### src/rtl/exc_ctrl.sv
// CPU-side exception sequencer: detects SYSCALL/BREAK/TEQ/ERET, drives the CP0 trap
// interface, stalls the datapath and issues a one-cycle PC redirect. Optional EXC_CTRL_EXT_INT_EN adds ext_int.
module exc_ctrl #(
  parameter logic [31:0] EPC_OFFSET = 32'd0,
  parameter int          CNT_W      = 8
) (
  input  logic             clk,
  input  logic             rst,
  input  logic             inst_valid,
  input  logic             is_syscall,
  input  logic             is_break,
  input  logic             is_teq,
  input  logic             teq_equal,
  input  logic             is_eret,
  input  logic [31:0]      pc,
  input  logic [31:0]      status,
  input  logic [31:0]      exc_addr,
`ifdef EXC_CTRL_EXT_INT_EN
  input  logic             ext_int,
`endif
  output logic             stall,
  output logic             exception,
  output logic             eret,
  output logic [4:0]       cause,
  output logic [31:0]      epc_out,
  output logic             pc_redirect,
  output logic [31:0]      redirect_addr,
  output logic             busy,
  output logic [CNT_W-1:0] trap_count
);

  localparam logic [4:0] CAUSE_SYSCALL = 5'b01000;
  localparam logic [4:0] CAUSE_BREAK   = 5'b01001;
  localparam logic [4:0] CAUSE_TEQ     = 5'b01101;
  localparam logic [4:0] CAUSE_INT     = 5'b00000;

  typedef enum logic [1:0] {IDLE, TRAP, ERETS, REDIR} state_t;

  state_t           state, next_state;
  logic [4:0]       cause_r, cause_d;
  logic [31:0]      epc_r, epc_d;
  logic [31:0]      redirect_r;
  logic [CNT_W-1:0] count_r;

  logic idle;
  logic sys_en, brk_en, teq_en, any_trap;
  logic take_trap, take_eret, take_int, take;

  assign idle = (state == IDLE);

  // Each trap needs the global enable plus its own mask bit.
  assign sys_en   = status[0] & status[1] & is_syscall;
  assign brk_en   = status[0] & status[2] & is_break;
  assign teq_en   = status[0] & status[3] & is_teq & teq_equal;
  assign any_trap = sys_en | brk_en | teq_en;

  assign take_trap = ~rst & inst_valid & idle & any_trap;
  assign take_eret = ~rst & inst_valid & idle & is_eret & ~any_trap;

`ifdef EXC_CTRL_EXT_INT_EN
  logic int_meta, int_sync;

  always_ff @(posedge clk or posedge rst) begin
    if (rst) begin
      int_meta <= 1'b0;
      int_sync <= 1'b0;
    end else begin
      int_meta <= ext_int;
      int_sync <= int_meta;
    end
  end

  assign take_int = ~rst & idle & int_sync & status[0] & status[4] & ~take_trap & ~take_eret;

  logic unused_status;
  assign unused_status = ^status[31:5];
`else
  assign take_int = 1'b0;

  logic unused_status;
  assign unused_status = ^status[31:4];
`endif

  assign take = take_trap | take_eret | take_int;

  // NOTE: every always_comb output gets a default first so no path infers a latch.
  always_comb begin
    next_state = state;
    cause_d    = cause_r;
    epc_d      = epc_r;
    unique case (state)
      IDLE: begin
        if (take_trap) begin
          next_state = TRAP;
          epc_d      = pc + EPC_OFFSET;
          if (sys_en)      cause_d = CAUSE_SYSCALL;
          else if (brk_en) cause_d = CAUSE_BREAK;
          else             cause_d = CAUSE_TEQ;
        end else if (take_eret) begin
          next_state = ERETS;
        end else if (take_int) begin
          next_state = TRAP;
          cause_d    = CAUSE_INT;
          epc_d      = pc;
        end
      end
      TRAP:    next_state = REDIR;
      ERETS:   next_state = REDIR;
      REDIR:   next_state = IDLE;
      default: next_state = IDLE;
    endcase
  end

  // NOTE: sequential state uses non-blocking assignments so all flops update from pre-edge values.
  always_ff @(posedge clk or posedge rst) begin
    if (rst) state <= IDLE;
    else     state <= next_state;
  end

  always_ff @(posedge clk or posedge rst) begin
    if (rst) begin
      cause_r    <= '0;
      epc_r      <= '0;
      redirect_r <= '0;
      count_r    <= '0;
    end else begin
      cause_r <= cause_d;
      epc_r   <= epc_d;
      // CP0 presents the vector during TRAP and the saved EPC during ERETS.
      if (state == TRAP || state == ERETS) redirect_r <= exc_addr;
      if (state == TRAP && count_r != {CNT_W{1'b1}}) count_r <= count_r + CNT_W'(1);
    end
  end

  assign busy          = ~idle;
  assign stall         = take | ~idle;
  assign exception     = (state == TRAP);
  assign eret          = (state == ERETS);
  assign pc_redirect   = (state == REDIR);
  assign cause         = (state == TRAP) ? cause_r : 5'b0;
  assign epc_out       = (state == TRAP) ? epc_r : 32'b0;
  assign redirect_addr = redirect_r;
  assign trap_count    = count_r;

endmodule

### config.mk
export PLATFORM = sky130hd
export DESIGN_NAME = exc_ctrl
export DESIGN_NICKNAME = d
export VERILOG_FILES = /design/src/rtl/exc_ctrl.sv
export SDC_FILE = /design/constraint.sdc
export NUM_CORES = 1
export LEC_CHECK = 0
export ABC_AREA = 1
export BUFFER_PORTS_ARGS = -buffer_cell sky130_fd_sc_hd__buf_2
export CORE_ASPECT_RATIO = 0.8
export CORE_MARGIN = 1.5
export CORE_UTILIZATION = 45
export DETAILED_ROUTE_END_ITERATION = 10
export PLACE_DENSITY = 0.77
export REMOVE_ABC_BUFFERS = 1
export SLEW_MARGIN = 15
export SYNTH_ARGS = -nofsm -noshare
export SYNTH_HDL_FRONTEND = slang
export SYNTH_SLANG_ARGS = --single-unit
### constraint.sdc
create_clock -name clk -period 3.4 [get_ports clk]
set_clock_uncertainty 0.2 [all_clocks]
set_input_delay 0.17 -clock clk [delete_from_list [all_inputs] [get_ports clk]]
set_output_delay 0.17 -clock clk [all_outputs]
set_load 0.02 [all_outputs]
# Yosys cells after proc, flatten, opt, wreduce, memory -nomap -nowiden
# Cells that the tools add are included.
[totals]
ff_bits = 79
inputBits = 104
output_inout_bits = 82
elab_cells = 42
[classes]
add_sub_neg = 1
eq_ne = 5
mux = 7
n_bitwise = 19
n_reduce_logical = 5
[ops]
columns = ["op", "count"]
rows = [
  ["$mux 32", 1],
  ["$and 1x1->1", 12],
  ["$add 8x1->8 const B", 1],
  ["$ne 8x8->1 const B", 1],
  ["$mux 3", 2],
  ["$pmux 2 s3", 1],
  ["$mux 5", 1],
  ["$eq 2x2->1 const B", 2],
  ["$mux 2", 2],
  ["$or 1x1->1", 4],
  ["$ne 3x1->1 const B", 1],
  ["$not 1->1", 3],
  ["$eq 2x1->1 const B", 1],
  ["$logic_not 2->1", 1],
  ["$reduce_and 2->1", 1],
  ["$reduce_or 2->1", 1],
  ["$logic_and 1x1->1", 1],
  ["$logic_or 1x1->1", 1],
]

# Longest topological paths before layout
# Gate-level depths: netlist of run 1.
[logic_depth]
ltp_word = 9
ltp_mapped = 8

# Least setup slack after synthesis of run 1
# OpenSTA, ideal clock, no wires.
[synth_path]
path_type = "input port to output port"
from = "in rst"
to = "out stall"
arrival_ns = 2.786
required_ns = 3.030
slack_ns = 0.244
path_stages = 6
path_cell_list = "inv_1 -> nand3_2 -> o21bai_4 -> buf_6 -> buf_6 -> nand3_1"
[synth_between]
elab_chain_len = 7
word_cells_on_any_way = 8
classes_between = "bitwise: 8"
[synth_rtl]
columns = ["element", "line_no", "source"]
rows = [
  ["start, declared", "8", "input logic rst,"],
  ["$not 1->1 *", "57, 58", ""],
  ["$and 1x1->1 * (2 in series)", "57, 58", ""],
  ["$and 1x1->1 (2 in series)", "58", "assign take_eret = ~rst & inst_valid & idle & is_eret & ~any_trap;"],
  ["$or 1x1->1 *", "84", "assign take = take_trap | take_eret | take_int;"],
  ["$or 1x1->1 *", "136", "assign stall = take | ~idle;"],
  ["end, declared", "21", "output logic stall,"],
]
# Every way passes the cells marked *; elsewhere a longest branch is shown, timed or not.

# Worst setup path after layout of run 1
[layout_path]
from = "in is_syscall"
to = "out stall"
[layout_between]
elab_chain_len = 7
word_cells_on_any_way = 8
classes_between = "bitwise: 8"
[layout_rtl]
columns = ["element", "line_no", "source"]
rows = [
  ["start, declared", "10", "input logic is_syscall,"],
  ["$and 1x1->1 *", "52", "assign sys_en = status[0] & status[1] & is_syscall;"],
  ["$or 1x1->1 * (2 in series)", "55", "assign any_trap = sys_en | brk_en | teq_en;"],
  ["$not 1->1", "58", ""],
  ["$and 1x1->1", "58", ""],
  ["$or 1x1->1 *", "84", ""],
  ["$or 1x1->1 *", "136", ""],
]
# Marked as above.

==> metrics, run 1 <==
Critical Path Fanout Max 38; cts repair resizes 0; yosys warns 0; main combinational cell family by area after synthesis simple AND/OR/NAND/NOR gates; CTS tree built; Compound-Gate Fraction of Synth Area between 1 and 1.5%; Nets a little over 700; min-delay worst type input port to async pin; area grow syn2layout 49.0%; vias in the first global route about 3.0k; H-tree depth 3; Placed Cells incl. Taps between 600 and 700; failing checks hold timing; CTS Hold Bufs 66; share of layout cells above drive strength 1 a little over a third; GRT Overall Usage roughly 23%; final WL ~9200 um; R2R Setup Slk between 1 and 1.5 ns; # clock sinks between 70 and 80; fin cells a little over 700; worst hold margin -0.0309 ns; row count 28; TritonRoute pass-1 iters 4; Seq/Total Area, Yosys a little under three fifths; design area 5170 um^2; outcome complete, but fails checks; Critical Path AT around 2.1 ns; Clock Latency Late Sink approximately 0.34 ns; PortBufs ~160; clock buffer depth 2; R2R depth 6; DRC 0; reg2reg start state[0]; worst-path cell chain dlygate4sd3_1, buf_2, nand3_1, nand2_1, o21bai_4, nand3_1, buf_2; die width about 100 um; Leak Pwr approximately 3.0 nW; GR Overflow Total 0; io pins roughly 190; Power Density 853 nW/um^2; unrepaired setup endpoints after global routing no; crit path kind input port to output pin; Placed Area between 4000 and 5000 um^2; FF-to-FF End epc_r[17]; Slew HR 35.7%; Max Fclk between 300 and 400 MHz; Mean Syn Cell Area just over 9 um^2; post-route ant nets 0; simple-gate share of the synthesized area a little over a fifth; cell count after synthesis 377; DP Worst Slack about 1.3 ns; Final HPWL DP between 5000 and 6000 um; Num CTS Buffers 9; startpoint types input port; total negative slack 0 ns; DR WL/cell approximately 13 um; Initial Util 46.8%; Setup Viol. Count Final 0; first-pass GRT wire length between 10000 and 15000 um; Final Wtd Congestion between 0.8 and 0.9; initial antenna violation count 0; clock slew at reported path FFs approximately 0.080 ns; Synth Area in XOR/XNOR 1.26%; CP Capture Type output pin; chip height between 80 and 90 um; setup bufs post-CTS 0; mux cell area share after synthesis 10.4%; Yosys cell types 24; Post-Syn Area around 3500 um^2; period utilization ~74%; Root Buffer clkbuf_8; FF+latch count, synth 77; Slew Limit Fails 0; worst setup margin 0.895 ns; CP max stage delay 0.70 ns; Hold Vio Cnt, Final 61; VDD IR max 0.543 mV; vias per inst between 4 and 5; ant diodes 0; slowest CP cell o21bai_4; worst setup path endpoint stall; largest net degree at the start of global routing 78; 1st-iter DRT viols approximately 170; die area roughly 8300 um^2; max cap viols 0; CP required about 3.0 ns; min Tclk post-route ~2.5 ns; via count roughly 3.2k; Post-Synth Adder-Cell Area 1.80%; worst setup path start is_syscall; core area around 7400 um^2; Slew @ Worst Pin between 0.9 and 1 ns
report_power, final:
group	total, mW	switching [mW]	leakage [nW]	internal [mW]
sequential	1.57	0.229	0.945	1.34
combinational	2.08	1.22	1.97	0.863
clock	0.769	0.337	0.112	0.432
registers in the layout, indices dropped and copies added (netlist names):
| name | cells |
|---|---|
| epc_r | 32 |
| redirect_addr | 32 |
| state | 2 |
| cause_r | 3 |
| trap_count | 8 |
worst min-delay path by stage:
stage                     start   endpoint  slack, ns  cells past startpoint
final                       rst   epc_r[3]      -0.03                      3
after global routing        rst   state[0]       0.06                      3
after CTS                   rst  epc_r[17]       0.01                      3
after detailed placement  pc[9]   epc_r[9]       0.17                      3
after global placement    pc[9]   epc_r[9]       0.16                      3
after floorplan           pc[0]   epc_r[0]       0.08                      2
cell usage in the layout, fill, tap and decap left out, drive strengths merged, types with 3 or more instances in the layout:
master / netlist / layout
dfrtp: 77 / 77
nor2: 5 / 5
mux2: 32 / 32
xor2: 3 / 3
nand3: 7 / 7
clkinv: 0 / 4
o21ai: 3 / 3
ha: 5 / 5
clkbuf: 5 / 10
inv: 47 / 46
nand2: 168 / 168
dlygate4sd3: 0 / 66
buf: 13 / 158
nand4: 4 / 4
metrics by stage:
step	hold slack, ns	util (%)	power (mW)
after detailed placement	0.166	57.8	3.58
after global routing	0.0625	69.7	4.70
after global placement	0.164	57.8	3.51
after CTS	0.0143	69.7	4.42
final	-0.0309	69.7	4.41
after floorplan	0.0796	-	2.95
cells in the mapped netlist:
library cell / n / area, um^2
dfrtp_1: 77 / 1930
buf_4: 6 / 45.0
or2_2: 1 / 6.26
nand3_1: 6 / 30.0
o21ai_0: 3 / 15.0
nand3b_1: 1 / 7.51
nand4_1: 4 / 25.0
a21oi_1: 1 / 5.00
nand3_2: 1 / 10.0
ha_1: 5 / 62.6
buf_2: 4 / 20.0
xor2_1: 3 / 26.3
nor3_1: 1 / 5.00
nor2_2: 1 / 6.26
nor2_1: 3 / 11.3
conb_1: 1 / 3.75
mux2_2: 32 / 360
o21bai_4: 1 / 18.8
inv_1: 47 / 176
clkbuf_1: 5 / 18.8
buf_6: 3 / 33.8
xnor2_1: 2 / 17.5
nand2_1: 168 / 631
nor2_4: 1 / 11.3
per-layer routing:
metal	vias to the layer above	GRT usage (%)	part of all wire, %
met5	-	0	0
met4	0	8.47	2.1
met3	19	4.94	4.6
met2	104	41.2	52
met1	1517	26.1	41
li1	1566	-	-
worst max-delay path: cells and delay by family:
family / cells / cell delay, ns
simple gates: 3 / 0.38
compound gates: 1 / 0.70
buf+inv: 3 / 0.89
kinds of logic after synthesis:
logic type	Yosys count
flops	77
other cells	1
fa+ha+maj	5
buf+inv	65
simple gates	187
mux	32
xor+xnor	5
compound gates	5
cell type report:
type                    instances  area, um^2
fillers                       577        2250
well taps                     105         131
inverters                      47         178
multi-input cells             236        1260
clock inverters                 6        86.3
clock buffers                  10         138
repair buffers                224        1460
flip-flops and latches         77        1930
No activity file was read; power rests on OpenSTA's default activity.
==> inputs of run 2 (changes only) <==
ABC_AREA = 0   (was 1)
CORE_UTILIZATION = 40   (was 45)
PLACE_DENSITY = 0.73   (was 0.77)
clock period = 2.1 ns   (was 3.4 ns; I/O delays follow)
==> run 2 against run 1 <==
  * The run now ends clean
  * Setup slack got worse by 0.77 ns
  * Register-to-register slack got worse by 1.2 ns
  * Critical path depth decreased by 2
  * Core utilization decreased by 4.9 points
  * Final cell count decreased by 16%
  * Die area increased by 8.6%
  * Global-route usage decreased by 2.0 points
  * Area after synthesis decreased by 3.2%
  * Sequential power increased by 69%
  * Largest cell class unchanged
  * Clock-buffer cell count increased by 1
  * Sequential share of layout area decreased by 0.32 points
  * Critical path type is now flip-flop to flip-flop
  * Flip-flop and latch count unchanged
==> metrics, run 2 <==
via count 2773; row count 29; min-delay worst type input port to flip-flop; vias in the first global route ~3k; FF-to-FF End cause_r[2]; area grow syn2layout 55.3%; Seq/Total Area, Yosys 57.3%; Post-synth EDFFs 0; FF+latch count, synth 77; Power Density between 1000 and 1500 nW/um^2; Hold Vio Cnt, Final 0; DR WL/cell ~15 um; most common cell in the netlist dfrtp_1; core area just over 8000 um^2; setup bufs post-CTS 0; VDD IR max around 0.92 mV; vias per inst 4.68; Critical Path Fanout Max 3; Root Buffer clkbuf_8; Mean Syn Cell Area around 14 um^2; Critical Path AT ~2.0 ns; reg2reg start state[1]; initial antenna violation count 0; Post-Syn Area around 3400 um^2; Final Wtd Congestion between 0.7 and 0.8; leading area contributor after synthesis dfrtp_1; switching pwr around 2.9 mW; crit path kind flip-flop to flip-flop; CP Capture Type flip-flop; clock share of power 15.1%; Worst Hold Launch status[3]; Hold EP cause_r[2]; ant diodes 0; min Tclk post-route between 1.5 and 2 ns; R2R depth 5; outcome finished, final reports clean; Slew @ Worst Pin 0.563 ns; Seq pwr share between 30% and 40%; ys flop type dfrtp_1; chip height 85.0 um; Cell Int Power 4.53 mW; max cap viols 0; post-route ant nets 0; Final HPWL DP between 5000 and 6000 um; Yosys cell types 36; largest net degree at the start of global routing 46; # clock sinks 77; Hold Path Stages 4; switching part of the total around 39%; unrepaired setup endpoints after global routing no; Slew Limit Fails 0; Leak Pwr around 2.6 nW; first-pass GRT wire length 14300 um; most frequent cells in the layout buf_2 (155), dfrtp_1 (77), dlygate4sd3_1 (72); synth cell count leaders dfrtp_1 (77), mux2_2 (64), and2_1 (35); Comb power frac 49.0%; io pins approximately 190; final WL 8730 um; DP Worst Slack 0.156 ns; startpoint types flip-flop; clock slew at reported path FFs approximately 0.070 ns; Slew HR 62.5%; Num CTS Buffers 9; GRT Overall Usage between 20% and 30%; yosys warns 0; period utilization between 90% and 100%; TritonRoute pass-1 iters 4; DRC 0; Initial Util between 40% and 50%; CTS tree built; Pwr Total roughly 7.4 mW; commonest non-fill, non-tap cell in the layout buf_2; Nets 588; 1st-iter DRT viols 52; worst setup margin approximately 0.12 ns; cell count after synthesis between 200 and 250; area share of the largest cell type after synthesis between 50% and 60%; Clock Latency Late Sink about 0.34 ns; CP required approximately 2.1 ns; H-tree depth 3; die area 8960 um^2; die width between 100 and 150 um; ys async rst share 100%; Setup Viol. Count Final 0; clock buffer depth 2; R2R Setup Slk ~0.12 ns; GR Overflow Total 0; PortBufs between 150 and 200; share of layout cells above drive strength 1 51.4%; Max Fclk roughly 510 MHz; Area contributors post-synth dfrtp_1 (57%), mux2_2 (21%), and2_1 (6.5%)
## run 2: cell count changes after synthesis, sizes merged, moves of 3 or more
cell	previous run	this run
nand2	168	5
mux2	32	69
inv	47	5
xor2	3	0
buf	13	8
and2	0	35
nor2	5	2
nand3	7	3
## run 2: cell type report
cell class | count | area, um^2
fillers | 620 | 2840
flip-flops and latches | 77 | 1930
repair buffers | 237 | 1600
multi-input cells | 149 | 1340
clock buffers | 11 | 141
well taps | 108 | 135
clock inverters | 5 | 60.1
inverters | 5 | 20.0
## run 2: worst max path at each step
stage	depth (start not counted)	end	slack [ns]	start
4_1_cts	5	epc_out[13]	0.08	state[1]
2_1_floorplan	2	stall	-0.36	rst
6_report	5	cause_r[2]	0.12	state[1]
5_1_grt	5	cause_r[2]	0.05	state[0]
3_3_place_gp	6	epc_r[0]	0.19	state[0]
3_5_place_dp	6	epc_r[19]	0.16	state[1]
## run 2: through the flow
stage	setup TNS, ns	hold slack, ns	utilization (%)	instance area (um^2)	cells
2_1_floorplan	-18.89	0.0397	-	3280	231
3_3_place_gp	0	0.0301	53.3	4290	504
3_5_place_dp	0	0.0405	53.3	4290	504
4_1_cts	0	0.0516	64.8	5220	592
5_1_grt	0	0.0777	64.8	5220	592
6_report	0	0.0709	64.8	5220	592
## run 2: power by group through the flow
stage                     combinational [mW]  clock (mW)  sequential, mW
after global placement                  3.41           0            2.60
after CTS                               3.60        1.15            2.63
after global routing                    3.89        1.21            2.77
after detailed placement                3.50           0            2.64
final                                   3.61        1.11            2.65
after floorplan                         1.91           0            3.04
## run 2: repair_timing
action | CTS | global route
hold endpoints to repair | 145 | 0
hold buffers | 72 | 0
endpoints found under the setup margin | 0 | 2
gates resized for setup | 0 | 1
## run 2: cells by family after synthesis
family	count (synthesis)	share of synthesized area, %
buf+inv	18	3.02
xor+xnor	1	0.261
fa+ha+maj	5	1.86
compound gates	16	3.87
simple gates	56	10.4
other cells	1	0.112
mux	69	23.1
flops	77	57.3
## run 2: worst max-delay path, stage by stage (launching register included)
cell and delay, ns:
dfrtp_1 0.40, inv_1 0.11, ha_1 0.22, nand4b_4 0.14
dlygate4sd3_1 0.58, o22a_1 0.21
## run 2: layer usage
metal	vias up	GRT usage, %	part of all wire [%]
li1	1317	-	-
met1	1308	22.6	41
met2	134	36.9	49
met3	14	7.07	8.4
met4	0	7.60	1.8
met5	-	0	0
==> inputs of run 3 (changes only) <==
BUFFER_PORTS_ARGS = -buffer_cell sky130_fd_sc_hd__buf_4   (was -buffer_cell sky130_fd_sc_hd__buf_2)
==> run 3 against run 2 <==
  * Design area up 6.5%
  * Largest cell class is now non-clock buffers
  * Via count rose by 0.25%
  * Maximum frequency down 2.2%
  * Combinational power rose by 12%
  * Critical path type unchanged
  * Largest power group unchanged
  * Clock power fell by 11%
  * Clock-buffer cell count fell by 1
==> metrics, run 3 (synthesis results as in run 2) <==
share of layout cells above drive strength 1 51.9%; setup bufs post-CTS 0; io pins about 190; die width between 100 and 150 um; initial antenna violation count 0; GRT Overall Usage approximately a fifth; R2R Setup Slk slightly below 0.08 ns; max cap viols 0; chip height 85.0 um; Final HPWL DP 5610 um; DRC 0; DR WL/cell roughly 16 um; Critical Path AT around 2 ns; unrepaired setup endpoints after global routing no; first-pass GRT wire length between 10000 and 15000 um; Slew @ Worst Pin 0.953 ns; Worst Hold Launch is_eret; Num CTS Buffers 9; register area 1930 um^2; ant diodes 0; H-tree depth 3; PortBufs ~160; area grow syn2layout 65.4%; reg2reg start state[1]; Placed Area 4660 um^2; die area between 8000 and 9000 um^2; outcome finished, final reports clean; CP required 2.12 ns; most frequent cells in the layout buf_4 (159), dfrtp_1 (77), dlygate4sd3_1 (71); Slew HR 36.5%; Hold Vio Cnt, Final 0; min Tclk post-route slightly above 2 ns; Slew Limit Fails 0; clock buffer depth 2; 1st-iter DRT viols slightly above 90; Initial Util between 40% and 50%; Hold Path Stages 3; post-route ant nets 0; TritonRoute pass-1 iters 4; via count 2780; Hold EP state[0]; Clock Latency Late Sink ~0.34 ns; footprint of the multi-input gates about 1300 um^2; final WL around 9200 um; Final Wtd Congestion between 0.7 and 0.8; vias in the first global route 2998; period utilization a little over nine tenths; GR Overflow Total 0; CTS tree built; core area about 8100 um^2; vias per inst between 4 and 5; number of fill cells ~600; crit path kind flip-flop to flip-flop; Power Density 1380 nW/um^2; R2R depth 5; min-delay worst type input port to flip-flop; row count 29; largest net degree at the start of global routing between 70 and 80; FF-to-FF End cause_r[2]; Max Fclk between 400 and 500 MHz; Critical Path Fanout Max 5; design area between 5000 and 6000 um^2; Leak Pwr 2.66 nW; Final Util 69.0%; Setup Viol. Count Final 0; CP Capture Type flip-flop; VDD IR max between 0.9 and 1 mV; Root Buffer clkbuf_8; commonest non-fill, non-tap cell in the layout buf_4; Nets roughly 600; clock slew at reported path FFs 0.07 ns; startpoint types flip-flop; # clock sinks 77
-- run 3: changes by cell type in the layout (fill, tap and decap cells not counted) --
cell           delta
buf_2           -155
buf_4           +152
buf_6             -1
buf_8             +1
bufinv_16         -1
clkbuf_1          -1
clkinv_2          +2
clkinv_4          -1
clkinvlp_4        +1
dlygate4sd3_1     -1
ha_1              -2
ha_2              +2
-- run 3: worst max-delay path by stage --
stage	startpoint	end	slack (ns)	cells after the start
after floorplan	rst	stall	-0.36	2
after global placement	state[0]	epc_r[0]	0.12	6
after detailed placement	state[1]	epc_r[5]	0.09	6
after CTS	state[1]	epc_out[29]	0.03	5
after global routing	state[1]	cause_r[2]	0.01	5
final	state[1]	cause_r[2]	0.08	5
-- run 3: area by class of cell --
type                            count  share of cell area, %
Tap cell                          108                   2.43
Clock buffer                       10                   2.48
Sequential cell                    77                   34.7
Clock inverter                      6                  0.698
Multi-Input combinational cell    149                   24.1
Timing Repair Buffer              233                   35.2
Inverter                            5                  0.360
-- run 3: stage by stage --
step	setup slack (ns)	hold WS (ns)	instances	TNS (ns)	total power, mW
global route	0.0120	0.0140	588	0	8.14
global placement	0.116	0.124	501	0	6.41
CTS	0.0343	0.000674	588	0	7.68
detailed placement	0.0945	0.130	501	0	6.54
finish	0.0780	0.0152	588	0	7.69
floorplan	-0.355	0.0397	231	-18.89	4.95
-- run 3: critical path, cell delays in order, from the launching register on --
cell	delay (ns)
dfrtp_1	0.40
inv_1	0.12
ha_2	0.26
nand4b_4	0.14
dlygate4sd3_1	0.57
o22a_1	0.21
-- run 3: where the power goes --
part / internal [mW] / total [mW] / switching (mW)
registers: 2.23 / 2.67 / 0.433
clock network: 0.457 / 0.990 / 0.534
logic: 2.09 / 4.03 / 1.95
-- run 3: metal layers --
layer  track usage, %  wire, um  vias to the layer above
met2             36.9      4530                      130
met1             23.8      3680                     1328
li1                 -         -                     1309
met4             6.72       149                        0
met3             8.37       874                       13
met5                0         0                        -
-- run 3: timing repair --
action / 4_1_cts / 5_1_grt
hold endpoints to repair: 143 / 0
endpoints found under the setup margin: 4 / 26
hold buffers: 71 / 0
resized for setup: 1 / 3
